File: src/rtl/shop_cmd_decoder.sv
// Shop command front end: assembles 4-word ASCII frames (3 key words + 1 argument word),
// decodes the key, enforces session/permission rules and issues a one-cycle command strobe.
module shop_cmd_decoder #(
  parameter int unsigned I_A_NUM_BITS = 24,
  parameter int unsigned I_U_NUM_BITS = 4,
  parameter int unsigned O_A_NUM_BITS = 24,
  parameter int unsigned MAX_USERS    = 5,
  parameter logic [I_A_NUM_BITS-1:0] ADMIN_USERNAME = I_A_NUM_BITS'("Adm")
) (
  input  logic                    i_clk,
  input  logic                    i_reset,
  input  logic                    i_rdy,
  input  logic [I_U_NUM_BITS-1:0] i_u,
  input  logic [I_A_NUM_BITS-1:0] i_a,
  output logic [O_A_NUM_BITS-1:0] o_a,
  output logic                    o_cmd_vld,
  output logic [2:0]              o_cmd,
  output logic [I_U_NUM_BITS-1:0] o_cmd_u,
  output logic [I_A_NUM_BITS-1:0] o_cmd_arg,
  output logic                    o_sess_vld,
  output logic [I_U_NUM_BITS-1:0] o_sess_u,
  output logic                    o_sess_adm
);

  localparam int unsigned KeyW = 3 * I_A_NUM_BITS;

  localparam logic [KeyW-1:0] KeyLogout  = KeyW'("Logout");
  localparam logic [KeyW-1:0] KeyLogin   = KeyW'("Login");
  localparam logic [KeyW-1:0] KeyAddUser = KeyW'("AddUsr");
  localparam logic [KeyW-1:0] KeyDelUser = KeyW'("DelUsr");
  localparam logic [KeyW-1:0] KeyAddItem = KeyW'("AddItem");
  localparam logic [KeyW-1:0] KeyDelItem = KeyW'("DelItem");
  localparam logic [KeyW-1:0] KeyBuy     = KeyW'("Buy");
  localparam logic [KeyW-1:0] KeyNone    = KeyW'("NONE");

  localparam logic [O_A_NUM_BITS-1:0] RspOk  = O_A_NUM_BITS'("Ok");
  localparam logic [O_A_NUM_BITS-1:0] RspDen = O_A_NUM_BITS'("Den");
  localparam logic [O_A_NUM_BITS-1:0] RspBad = O_A_NUM_BITS'("Bad");
  localparam logic [O_A_NUM_BITS-1:0] RspNop = O_A_NUM_BITS'("Nop");
  localparam logic [O_A_NUM_BITS-1:0] RspFrm = O_A_NUM_BITS'("Frm");

  localparam logic [I_U_NUM_BITS-1:0] MaxUserId = I_U_NUM_BITS'(MAX_USERS);

  typedef enum logic [2:0] {StIdle, StKey1, StKey2, StArg, StDecode} state_e;
  typedef enum logic [2:0] {
    OpNone, OpLogout, OpLogin, OpAddUser, OpDelUser, OpAddItem, OpDelItem, OpBuy
  } op_e;

  state_e                  state_q, state_d;
  logic                    rdy_q;
  logic [KeyW-1:0]         key_q, key_d;
  logic [I_U_NUM_BITS-1:0] u_q, u_d;
  logic [I_A_NUM_BITS-1:0] arg_q, arg_d;
  logic [O_A_NUM_BITS-1:0] a_q, a_d;
  logic                    cmd_vld_q, cmd_vld_d;
  op_e                     cmd_q, cmd_d;
  logic [I_U_NUM_BITS-1:0] cmd_u_q, cmd_u_d;
  logic [I_A_NUM_BITS-1:0] cmd_arg_q, cmd_arg_d;
  logic                    sess_vld_q, sess_vld_d;
  logic [I_U_NUM_BITS-1:0] sess_u_q, sess_u_d;
  logic                    sess_adm_q, sess_adm_d;

  logic accept;
  logic key_known;
  op_e  key_op;
  logic adm_only;

  assign accept = i_rdy & ~rdy_q;

  always_comb begin
    key_known = 1'b1;
    key_op    = OpNone;
    case (key_q)
      KeyLogout:  key_op = OpLogout;
      KeyLogin:   key_op = OpLogin;
      KeyAddUser: key_op = OpAddUser;
      KeyDelUser: key_op = OpDelUser;
      KeyAddItem: key_op = OpAddItem;
      KeyDelItem: key_op = OpDelItem;
      KeyBuy:     key_op = OpBuy;
      KeyNone:    key_op = OpNone;
      default:    key_known = 1'b0;
    endcase
  end

  assign adm_only = (key_op == OpAddUser) || (key_op == OpDelUser) ||
                    (key_op == OpAddItem) || (key_op == OpDelItem);

  always_comb begin
    state_d    = state_q;
    key_d      = key_q;
    u_d        = u_q;
    arg_d      = arg_q;
    a_d        = a_q;
    cmd_vld_d  = 1'b0;
    cmd_d      = cmd_q;
    cmd_u_d    = cmd_u_q;
    cmd_arg_d  = cmd_arg_q;
    sess_vld_d = sess_vld_q;
    sess_u_d   = sess_u_q;
    sess_adm_d = sess_adm_q;

    unique case (state_q)
      StIdle: begin
        if (accept) begin
          key_d[KeyW-1 -: I_A_NUM_BITS] = i_a;
          u_d     = i_u;
          state_d = StKey1;
        end
      end
      StKey1, StKey2, StArg: begin
        if (accept) begin
          // A word from a different user aborts the frame and is dropped entirely.
          if (i_u != u_q) begin
            a_d     = RspFrm;
            state_d = StIdle;
          end else if (state_q == StKey1) begin
            key_d[2*I_A_NUM_BITS-1 -: I_A_NUM_BITS] = i_a;
            state_d = StKey2;
          end else if (state_q == StKey2) begin
            key_d[I_A_NUM_BITS-1:0] = i_a;
            state_d = StArg;
          end else begin
            arg_d   = i_a;
            state_d = StDecode;
          end
        end
      end
      StDecode: begin
        state_d = StIdle;
        if (!key_known) begin
          a_d = RspBad;
        end else if (key_op == OpNone) begin
          a_d = RspNop;
        end else if (u_q >= MaxUserId) begin
          a_d = RspBad;
        end else if (key_op == OpLogin) begin
          if (!sess_vld_q) begin
            sess_vld_d = 1'b1;
            sess_u_d   = u_q;
            sess_adm_d = (arg_q == ADMIN_USERNAME);
            a_d        = RspOk;
            cmd_vld_d  = 1'b1;
          end else begin
            a_d = RspDen;
          end
        end else if (!sess_vld_q || (u_q != sess_u_q)) begin
          a_d = RspDen;
        end else if (adm_only && !sess_adm_q) begin
          a_d = RspDen;
        end else begin
          if (key_op == OpLogout) begin
            sess_vld_d = 1'b0;
            sess_u_d   = '0;
            sess_adm_d = 1'b0;
          end
          a_d       = RspOk;
          cmd_vld_d = 1'b1;
        end
        if (cmd_vld_d) begin
          cmd_d     = key_op;
          cmd_u_d   = u_q;
          cmd_arg_d = arg_q;
        end
      end
      default: state_d = StIdle;
    endcase
  end

  always_ff @(posedge i_clk) begin
    if (!i_reset) begin
      state_q    <= StIdle;
      rdy_q      <= 1'b0;
      key_q      <= '0;
      u_q        <= '0;
      arg_q      <= '0;
      a_q        <= '0;
      cmd_vld_q  <= 1'b0;
      cmd_q      <= OpNone;
      cmd_u_q    <= '0;
      cmd_arg_q  <= '0;
      sess_vld_q <= 1'b0;
      sess_u_q   <= '0;
      sess_adm_q <= 1'b0;
    end else begin
      state_q    <= state_d;
      rdy_q      <= i_rdy;
      key_q      <= key_d;
      u_q        <= u_d;
      arg_q      <= arg_d;
      a_q        <= a_d;
      cmd_vld_q  <= cmd_vld_d;
      cmd_q      <= cmd_d;
      cmd_u_q    <= cmd_u_d;
      cmd_arg_q  <= cmd_arg_d;
      sess_vld_q <= sess_vld_d;
      sess_u_q   <= sess_u_d;
      sess_adm_q <= sess_adm_d;
    end
  end

  assign o_a        = a_q;
  assign o_cmd_vld  = cmd_vld_q;
  assign o_cmd      = cmd_q;
  assign o_cmd_u    = cmd_u_q;
  assign o_cmd_arg  = cmd_arg_q;
  assign o_sess_vld = sess_vld_q;
  assign o_sess_u   = sess_u_q;
  assign o_sess_adm = sess_adm_q;

endmodule

File: config.mk
export PLATFORM = sky130hd
export DESIGN_NAME = shop_cmd_decoder
export DESIGN_NICKNAME = d
export VERILOG_FILES = /design/src/rtl/shop_cmd_decoder.sv
export SDC_FILE = /design/constraint.sdc
export NUM_CORES = 1
export LEC_CHECK = 0
export CORE_ASPECT_RATIO = 1.4
export CORE_MARGIN = 2
export CORE_UTILIZATION = 40
export CTS_CLUSTER_DIAMETER = 80
export DETAILED_ROUTE_END_ITERATION = 12
export GPL_TIMING_DRIVEN = 0
export PLACE_DENSITY = 0.66
export REMOVE_ABC_BUFFERS = 1
export SLEW_MARGIN = 20
export SYNTH_ARGS = -nofsm -noshare
export SYNTH_HDL_FRONTEND = slang
export SYNTH_SLANG_ARGS = --single-unit
File: constraint.sdc
create_clock -name i_clk -period 4.7 [get_ports i_clk]
set_input_delay 1.41 -clock i_clk [delete_from_list [all_inputs] [get_ports i_clk]]
set_output_delay 1.41 -clock i_clk [all_outputs]
set_load 0.03 [all_outputs]
=== Word level (Yosys, flattened, before mapping) ===
Cells that the tools add are included.

* Register bits: 166
* Latch bits: 0
* RAM bits: 0
* Bits in read-only memories: 0
* Bits of input ports: 31
* Output and inout bits: 62
* Memories: 0

* $add $sub $neg: 0
* $mul: 0
* Div/mod/pow operators: 0
* $lt $le $gt $ge: 1
* Eq/ne operators: 27
* Shift operators: 0
* Mux-type cells: 37
* Bitwise gates (word level): 7
* Reductions and logical operators: 23

{| class="wikitable"
|+ Operators by type and width
! cell !! count
|-
| equality test 72 x 47 -> 1 bit (second input constant) || 3
|-
| equality test 72 x 55 -> 1 bit (second input constant) || 2
|-
| 2-to-1 mux 24 bit || 6
|-
| equality test 72 x 23 -> 1 bit (second input constant) || 1
|-
| equality test 72 x 31 -> 1 bit (second input constant) || 1
|-
| equality test 72 x 39 -> 1 bit (second input constant) || 1
|-
| 2-to-1 mux 23 bit || 3
|-
| case mux 24 bit (2 select lines) || 1
|-
| equality test 24 x 23 -> 1 bit (second input constant) || 1
|-
| case mux 3 bit (7 select lines) || 1
|-
| 2-to-1 mux 4 bit || 5
|-
| 2-to-1 mux 1 bit || 15
|-
| 2-to-1 mux 3 bit || 5
|-
| equality test 3 x 2 -> 1 bit (second input constant) || 4
|-
| equality test 3 bit (second input constant) || 4
|-
| != test 2 bit (second input constant) || 6
|-
| AND reduction 5 bit || 2
|-
| != test 4 bit || 2
|-
| AND reduction 2 bit || 4
|-
| AND reduction 8 bit || 1
|-
| OR reduction 8 bit || 1
|-
| AND reduction 7 bit || 1
|-
| equality test 3 x 1 -> 1 bit (second input constant) || 2
|-
| logical NOT 3 bit || 2
|-
| 11 further kinds || 21
|}

=== Depth between registers and ports, before layout ===
Gate-level depths: netlist (run 1).

* Depth after elaboration: 15
* Depth in mapped cells: 10
* Depth with buffers taken out: 8

=== Worst setup path after synthesis (run 1) ===
OpenSTA, ideal clock, no wires.

* Kind: input to register
* From: input i_u[2]
* To: register key_q[27]
* Arrival time: 2.928 ns
* Data required time: 4.630 ns
* Path slack: 1.702 ns
* Cell stages on the path: 8
* Cell sequence: xnor2_1 nand4_1 nor3_1 and3b_1 clkbuf_1 clkbuf_1 nand2_1 a21oi_1

* Cells in the longest elaborated chain, start to end: 3

{| class="wikitable"
|+ RTL lines
! item !! line !! RTL
|-
| start, declared || 13 || <nowiki>input logic [I_U_NUM_BITS-1:0] i_u,</nowiki>
|-
| != test 4 bit || 114 || <nowiki>if (i_u != u_q) begin</nowiki>
|-
| NOT 1 bit (no line) || - ||
|-
| AND reduction 4 bit (no line) || - ||
|-
| end signal, assigned || 188 || <nowiki>key_q <= key_d;</nowiki>
|-
| end, declared || 51 || <nowiki>logic [KeyW-1:0] key_q, key_d;</nowiki>
|}

Every way passes these cells.
A chain may end at the register's enable or synchronous reset.

==> metrics.md, run 1 <==
| Metric | Value |
|---|---|
| Status | `finished clean` |
| Fin area | `8660 um2` |
| CP Cell Sequence | `clkdlybuf4s50_1, inv_6, buf_16, nor4b_1, nand4_1, o21ai_0` |
| Setup ws final | `roughly 770 ps` |
| DIE HEIGHT | `161 um` |
| Htree depth | `4` |
| Pin count of the biggest net entering global routing | `102` |
| RSZ-0062 raised after global routing | `no` |
| Post-synth EDFFs | `0` |
| Share of layout cells above drive strength 1 | `7.37%` |
| Commonest non-fill, non-tap cell in the layout | `nand2_1` |
| First-pass GRT wire length | `between 30 and 40 mm` |
| P_leak | `~2.8 nW` |
| Full die area | `around 19000 um2` |
| Avg Synthesized Cell Area | `just under 8 um2` |
| Synthesized area | `7030 um2` |
| Detail Route Antenna Nets | `0` |
| Initial core utilization | `between 40 and 50%` |
| DR iter-0 viols | `between 400 and 500` |
| Unique cell type count in the Yosys netlist | `68` |
| R2R setup slack | `about 1300 ps` |
| Worst-Skew Late Latency | `between 400 and 500 ps` |
| Crit share post-route | `between 80% and 90%` |
| Area occupied by multi-input gates | `around 3600 um2` |
| Tmin final | `around 3900 ps` |
| CTS clk-pin slew, worst paths | `around 70 ps` |
| Final setup violation count | `0` |
| Nets@finish | `about 1000` |
| Routed vias | `roughly 6600` |
| CTS Root Cell | `clkbuf_16` |
| Crit Path Max Fanout | `between 100 and 150` |
| CP required | `between 5000 and 6000 ps` |
| CP startpoint kind | `input pin` |
| Register area | `3120 um2` |
| Most common flop cell mapped by yosys | `dfxtp_1` |
| Yosys warns | `0` |
| Most frequent cells in the layout | `nand2_1 (235), dfxtp_1 (156), a21oi_1 (137)` |
| Max-slew violations | `0` |
| Resize count post-CTS | `0` |
| Hold WC Path Type | `reg2reg` |
| GP Congestion | `about 0.98` |
| Vias in the first global route | `between 6000 and 7000` |
| Total of max-cap violations | `0` |
| Ports | `93` |
| IO buf count | `86` |
| Critical path class | `in2reg` |
| Pre-CTS setup slack | `approximately 210 ps` |
| Setup TNS Final | `0 ps` |
| Async S/R FF share, synth | `0%` |
| Fin util | `~50%` |
| Flops & latches, synth | `around 160` |
| Peak supply drop | `0.229 mV` |
| CTS sink count | `~160` |
| WHS | `approximately 460 ps` |
| WL final | `about 21 mm` |
| Post-synthesis sequential area ratio | `between 40 and 50%` |
| Placed inst area | `8050 um2` |
| Final Instance Count excl. Fillers | `1200` |
| Die Span X | `roughly 120 um` |
| Endpoints failing hold | `0` |
| CP Buf/Inv Count | `3` |
| Total power | `approximately 3.0 mW` |
| Worst EP arrival | `about 4300 ps` |
| Clock Path Buffers | `2` |
| Fmax achieved | `about 250 MHz` |
| DRT Pass-1 Iters | `5` |
| Area delta synth->final | `23.2%` |
| DRC | `0` |
| Layout fillers | `~1800` |
| Setup Fix Bufs, Post-CTS | `0` |
| Gr ovfl total | `0` |
| Worst setup EP type | `flop` |
| CTS hold repair buffers | `0` |
| Synth Instances | `900` |
| Worst rel slew slack | `roughly 30%` |
| HPWL Detailed | `between 15 and 20 mm` |
| Core Area | `about 17000 um2` |
| Drt wl/cell | `roughly 18 um` |
| TritonCTS Buffers | `17` |
| # placed instances | `approximately 1200` |
| Crit-path max cell delay | `between 900 and 1000 ps` |
| Core Rows | `57` |
| Overall global routing resource usage | `between 20% and 30%` |
| CTS tree | `yes` |
| Clk_skew | `around 13 ps` |
| Slew @ Worst Pin | `about 1000 ps` |
| Cell class contributing the biggest share of worst-path delay | `buffers and inverters` |
| Antenna violations before repair | `0` |
| Slowest cell on crit path | `clkdlybuf4s50_1` |
| Routed vias/inst | `roughly 5.5` |
| PD cells | `approximately 340 nW/um2` |
| Diodes inserted | `0` |
tightest hold or removal path, stage by stage, from the launching register on:
cell	delay, ps
dfxtp_1	330
nand2_1	60
nor2_1	30
state kept, by name, summed over array words and instances (netlist names), 4 cells and up:
register,count
o_sess_u,4
arg_q,24
o_cmd_u,4
o_a,14
u_q,4
key_q,72
o_cmd_arg,24
path summary, 6_finish.rpt:
| check | from | to | cells after the start |
|---|---|---|---|
| worst max-delay path | i_reset | o_sess_adm | 6 |
| worst min-delay path | o_sess_u[3] | o_sess_u[3] | 2 |
| worst max register to register | key_q[20] | o_sess_adm | 8 |
| worst min register to register | o_sess_u[3] | o_sess_u[3] | 2 |
metal layers:
layer | GRT usage (%) | vias up | routed length [um]
met4 | 11.3 | 0 | 831
met3 | 3.25 | 44 | 916
met1 | 27.7 | 3113 | 8750
li1 | - | 3262 | -
met2 | 40.0 | 183 | 10800
met5 | 0 | - | 0
area by class of cell:
| cell class | count | area share, % |
|---|---|---|
| Sequential cell | 156 | 36.1 |
| Inverter | 3 | 0.188 |
| Clock inverter | 14 | 1.96 |
| Multi-Input combinational cell | 680 | 42.0 |
| Clock buffer | 18 | 5.07 |
| Timing Repair Buffer | 93 | 11.3 |
| Tap cell | 236 | 3.41 |
synth_stat cells, drive strengths merged, types with 3 or more instances:
cell,n,share of area [%]
nor2,34,1.9
dfxtp,156,44
nor4b,11,1.7
and4,3,0.37
nand3,50,3.6
and4b,5,0.71
buf,19,1.8
nand4,23,2.1
nand2,235,13
o21ai,38,2.7
and2,10,0.89
o21a,5,0.53
nor2b,4,0.36
o211a,3,0.43
a311oi,3,0.37
xor2,3,0.37
xnor2,5,0.62
a21oi,138,9.9
clkbuf,47,2.5
nor4,18,2.4
nand4b,4,0.50
nor3,29,2.6
nor3b,5,0.68
inv,3,0.16
nand2b,4,0.36
and3,8,0.71
and3b,3,0.37
and4bb,4,0.71
power breakdown:
part	switching (mW)	internal [mW]
logic	0.125	0.0696
clock network	0.633	0.778
registers	0.0203	1.34
total	0.778	2.19
cells by family (layout without fill, tap and decap cells):
kind of cell           count (synthesis)  after routing  synth area share, %
buffers and inverters                 69            128                 4.52
other                                  1              6               0.0533
AO/OA/AOI/OAI                        203            203                 15.9
flip-flops                           156            156                 44.4
XOR/XNOR                               8              8                0.997
AND/OR/NAND/NOR                      461            461                 33.7
multiplexers                           2              2                0.303
Power figures use the tool's default switching activity.
==> run 2: changes to the inputs <==
--- a/config.mk
+++ b/config.mk
@@ -11,7 +11,7 @@
 export CTS_CLUSTER_DIAMETER = 80
 export DETAILED_ROUTE_END_ITERATION = 12
 export GPL_TIMING_DRIVEN = 0
-export PLACE_DENSITY = 0.66
+export PLACE_DENSITY = 0.68
 export REMOVE_ABC_BUFFERS = 1
 export SLEW_MARGIN = 20
 export SYNTH_ARGS = -nofsm -noshare
==> constraint.sdc (replaced) <==
create_clock -name i_clk -period 3.23 [get_ports i_clk]
set_input_delay 0.969 -clock i_clk [delete_from_list [all_inputs] [get_ports i_clk]]
set_output_delay 0.969 -clock i_clk [all_outputs]
set_load 0.03 [all_outputs]
==> run 2 against run 1 <==
Clock-buffer cell count is 1 higher. Wire length is 2.7% higher. Non-clock buffer count unchanged. Sequential share of layout area down 0.073 points. Sequential cell count unchanged. Design area rose by 0.20%.
==> metrics.md, run 2 (same netlist as run 1, synthesis figures left out) <==
| Metric | Value |
|---|---|
| Status | `finished clean` |
| Hold Startpoint | `o_sess_u[3]` |
| Slew @ Worst Pin | `approximately 1000 ps` |
| TritonCTS Buffers | `17` |
| DR iter-0 viols | `around 440` |
| Die Span X | `~120 um` |
| Initial core utilization | `40.7%` |
| Commonest non-fill, non-tap cell in the layout | `nand2_1` |
| Drt wl/cell | `18.2 um` |
| Max-slew violations | `0` |
| DIE HEIGHT | `161 um` |
| Fmax achieved | `around 320 MHz` |
| Htree depth | `4` |
| IO buf count | `86` |
| P_leak | `~2.8 nW` |
| Max reg flops | `72` |
| R2r startpoint | `key_q[20]` |
| Crit share post-route | `a little over nine tenths` |
| Most frequent cells in the layout | `nand2_1 (234), dfxtp_1 (156), a21oi_1 (137)` |
| CTS hold repair buffers | `0` |
| Overall global routing resource usage | `approximately a quarter` |
| Detail Route Antenna Nets | `0` |
| CP Launch Point | `key_q[20]` |
| Layout fillers | `between 1500 and 2000` |
| PD cells | `a little under 500 nW/um2` |
| Endpoints failing hold | `0` |
| Worst EP arrival | `approximately 3500 ps` |
| CTS Root Cell | `clkbuf_16` |
| Routed vias | `slightly below 7000` |
| Fin util | `about half` |
| Full die area | `18700 um2` |
| Pin count of the biggest net entering global routing | `103` |
| DRT Pass-1 Iters | `5` |
| Worst setup EP type | `flop` |
| # placed instances | `around 1200` |
| Clock Path Buffers | `2` |
| Nets@finish | `roughly 980` |
| CP required | `around 3600 ps` |
| Worst rel slew slack | `between 20% and 30%` |
| Total of max-cap violations | `0` |
| WL final | `around 22 mm` |
| Vias in the first global route | `about 6300` |
| Core Area | `17300 um2` |
| Clk_skew | `11.0 ps` |
| Crit Path Max Fanout | `26` |
| Ports | `93` |
| Peak supply drop | `approximately 0.29 mV` |
| Routed vias/inst | `~5.6` |
| CP startpoint kind | `flop` |
| WHS | `462 ps` |
| Hold WC Path Type | `reg2reg` |
| Final setup violation count | `0` |
| CTS clk-pin slew, worst paths | `70 ps` |
| CTS sink count | `about 160` |
| HPWL Detailed | `15.5 mm` |
| Antenna violations before repair | `0` |
| DRC | `0` |
| Share of layout cells above drive strength 1 | `between 8 and 9%` |
| Top reg by flops | `key_q` |
| Critical path class | `reg2reg` |
| Worst-Skew Late Latency | `approximately 440 ps` |
| Tmin final | `3090 ps` |
| Area delta synth->final | `23.5%` |
| Fin area | `just under 9000 um2` |
| CTS tree | `yes` |
| Total power | `between 4 and 5 mW` |
| GP Congestion | `0.957` |
| Placed inst area | `~8000 um2` |
| Gr ovfl total | `0` |
| Core Rows | `57` |
| Diodes inserted | `0` |
| Final Instance Count excl. Fillers | `roughly 1200` |
| First-pass GRT wire length | `approximately 34 mm` |
[run 2: changes by cell type in the layout (fill, tap and decap cells not counted), sizes merged]
cell | before | now
nand3b | 2 | 3
clkinv | 3 | 4
clkinvlp | 1 | 2
inv | 12 | 9
clkbuf | 18 | 19
[run 2: through the flow]
stage / setup TNS (ps) / setup WS, ps
floorplan: -8080 / -381
global placement: -316620 / -3240
detailed placement: -34200 / -575
CTS: -17.9 / -11.2
global route: -10.1 / -10.1
finish: 0 / 138
[run 2: area by class of cell]
cell class | instances | area [um2] | share of cell area [%]
Clock buffer | 19 | 453 | 5.22
Clock inverter | 13 | 130 | 1.50
Inverter | 3 | 16.3 | 0.187
Multi-Input combinational cell | 681 | 3710 | 42.7
Sequential cell | 156 | 3120 | 36.0
Tap cell | 236 | 295 | 3.40
Timing Repair Buffer | 93 | 953 | 11.0
[run 2: final timing paths]
kind                        end  slack, ps  cells after the start
setup / recovery  o_cmd_arg[13]        140                      8
hold / removal      o_sess_u[3]        460                      2
setup reg to reg  o_cmd_arg[13]        140                      8
hold reg to reg     o_sess_u[3]        460                      2
[run 2: power breakdown]
group	switching, mW	internal, mW	leakage (nW)
Sequential	0.0305	1.95	1.26
Combinational	0.185	0.101	1.28
Clock	0.858	1.12	0.285
[run 2: worst max-delay path: stages (launching register included)]
cell	delay, ps
dfxtp_1	370
nor3b_1	540
nand3_1	300
nor3_1	450
nand4_1	350
a41oi_4	470
buf_8	250
nand3_1	100
a21oi_1	150
[run 2: per-layer routing]
layer  up-vias  track usage, %  routed length (um)
met5         -               0                   0
met4         0            11.1                 833
met3        53            3.55                 870
met2       198            40.9               11200
met1      3235            27.9                8920
li1       3256               -                   -
[run 2: timing repair]
action,CTS,global route
pin swaps,1,1
gates resized for setup,4,9
cloned,0,1
setup buffers,0,1
setup endpoints to repair,41,86
==> run 3: changes to the inputs <==
--- a/config.mk
+++ b/config.mk
@@ -13,6 +13,7 @@
 export GPL_TIMING_DRIVEN = 0
 export PLACE_DENSITY = 0.68
 export REMOVE_ABC_BUFFERS = 1
+export SETUP_SLACK_MARGIN = 0.15
 export SLEW_MARGIN = 20
 export SYNTH_ARGS = -nofsm -noshare
 export SYNTH_HDL_FRONTEND = slang
==> run 3 against run 2 <==
Sequential power barely moved. Clock power barely moved. Critical endpoint is now o_sess_adm. Non-clock buffer count rose by 2. Largest power group unchanged. Sequential cell count did not move. Design area rose by 0.63%. Clock-buffer cell count did not move.
==> metrics.md, run 3 (same netlist as run 1, synthesis figures left out) <==
| Metric | Value |
|---|---|
| Status | `finished clean` |
| CTS clk-pin slew, worst paths | `~60 ps` |
| Placed inst area | `around 8000 um2` |
| HPWL Detailed | `15.5 mm` |
| CTS Root Cell | `clkbuf_16` |
| Hold Path Depth | `2` |
| Pre-CTS setup slack | `-575 ps` |
| Share of layout cells above drive strength 1 | `under 10%` |
| First-pass GRT wire length | `34.2 mm` |
| P_leak | `2.85 nW` |
| Slew @ Worst Pin | `~1000 ps` |
| Reg2reg path depth | `8` |
| Commonest non-fill, non-tap cell in the layout | `nand2_1` |
| Peak supply drop | `~0.29 mV` |
| Max reg flops | `between 70 and 80` |
| Diodes inserted | `0` |
| Core Rows | `57` |
| CP Cell Sequence | `nor3_2, nand4b_1, nor3_1, nand3_1, a21oi_1, nor4b_4, nand4_1, o21ai_0` |
| IO buf count | `86` |
| Top reg by flops | `key_q` |
| Crit Path Max Fanout | `5` |
| Fin area | `roughly 8700 um2` |
| RSZ-0062 raised after global routing | `no` |
| CTS hold repair buffers | `0` |
| DRC | `0` |
| Initial core utilization | `between 40% and 50%` |
| Setup ws final | `between 200 and 300 ps` |
| Pin count of the biggest net entering global routing | `about 100` |
| Cell class contributing the biggest share of worst-path delay | `simple AND/OR/NAND/NOR gates` |
| Fin util | `50.6%` |
| Worst-Skew Late Latency | `roughly 440 ps` |
| Most frequent cells in the layout | `nand2_1 (234), dfxtp_1 (156), a21oi_1 (137)` |
| Htree depth | `4` |
| Core Area | `roughly 17000 um2` |
| Routed vias/inst | `between 5 and 6` |
| Vias in the first global route | `about 6300` |
| GP Congestion | `0.957` |
| Routed vias | `6730` |
| Ports | `93` |
| Max-slew violations | `0` |
| R2r startpoint | `key_q[47]` |
| Gr ovfl total | `0` |
| Worst setup EP type | `flop` |
| Clock Path Buffers | `2` |
| Slowest cell on crit path | `nor4b_4` |
| Area delta synth->final | `24.3%` |
| Die Span X | `roughly 120 um` |
| DIE HEIGHT | `around 160 um` |
| Endpoints failing hold | `0` |
| Total of max-cap violations | `0` |
| Final setup violation count | `0` |
| Drt wl/cell | `18.3 um` |
| Worst rel slew slack | `between 30% and 40%` |
| Clk_skew | `11.2 ps` |
| Full die area | `about 19000 um2` |
| Worst EP arrival | `3310 ps` |
| Crit-path max cell delay | `approximately 440 ps` |
| Hold Startpoint | `o_sess_u[3]` |
| CTS sink count | `approximately 160` |
| Layout fillers | `about 1700` |
| CP Buf/Inv Count | `0` |
| WHS Endpoint | `o_sess_u[3]` |
| Tmin final | `about 3000 ps` |
| CP startpoint kind | `flop` |
| CTS tree | `yes` |
| Overall global routing resource usage | `23.5%` |
| DR iter-0 viols | `approximately 430` |
| Critical path class | `reg2reg` |
| Total power | `approximately 4.3 mW` |
| CP required | `between 3000 and 4000 ps` |
| Hold WC Path Type | `reg2reg` |
| Fmax achieved | `about 340 MHz` |
| CP Launch Point | `key_q[47]` |
| TritonCTS Buffers | `17` |
| DRT Pass-1 Iters | `5` |
| WL final | `22.0 mm` |
| Detail Route Antenna Nets | `0` |
| Antenna violations before repair | `0` |
| Crit share post-route | `about nine tenths` |
| Nets@finish | `a little under 1000` |
| PD cells | `487 nW/um2` |
| R2R setup slack | `around 280 ps` |
| Reg2Reg Capture Point | `o_sess_adm` |
[run 3: metal layers]
metal	global-route usage [%]	vias up	share of wire, %
met5	0	-	0
met4	10.9	0	3.6
met3	3.55	51	4.0
met2	40.8	205	52
met1	28.0	3215	41
li1	-	3259	-
[run 3: cell type report]
type                    instances  area [um2]  area share, %
flip-flops and latches        156        3120           35.8
clock inverters                13         130           1.49
clock buffers                  19         453           5.19
inverters                       3        16.3          0.186
well taps                     236         295           3.38
repair buffers                 95         968           11.1
multi-input cells             681        3750           42.9
[run 3: power breakdown]
| part | switching [mW] | total (mW) | internal, mW |
|---|---|---|---|
| Combinational | 0.188 | 0.292 | 0.104 |
| Clock | 0.858 | 1.98 | 1.12 |
| Sequential | 0.0319 | 1.99 | 1.95 |
| Total | 1.08 | 4.26 | 3.18 |
[run 3: worst max-delay path by stage]
stage | end | depth (start not counted)
2_1_floorplan | o_sess_adm | 4
3_3_place_gp | o_sess_adm | 5
3_5_place_dp | o_sess_adm | 5
4_1_cts | arg_q[17] | 7
5_1_grt | key_q[33] | 7
6_report | o_sess_adm | 8
[run 3: stage by stage]
step                TNS (ps)  hold slack, ps  cells
finish                     0             463   1203
global route               0             482   1203
floorplan              -8080             436    839
global placement     -316620             445   1161
CTS                        0             463   1199
detailed placement    -34200             453   1167
[run 3: what timing repair did]
item / in CTS / in global routing
buffers inserted: 0 / 3
gates cloned: 0 / 1
pin swaps: 3 / 2
gates resized for setup: 8 / 11
setup endpoints to repair: 113 / 101
[run 3: worst reg2reg max path, delay by kind of cell (launching register included)]
| family | cells | cell delay [ps] |
|---|---|---|
| flip-flops | 1 | 340 |
| AND/OR/NAND/NOR | 6 | 2110 |
| AO/OA/AOI/OAI | 2 | 440 |
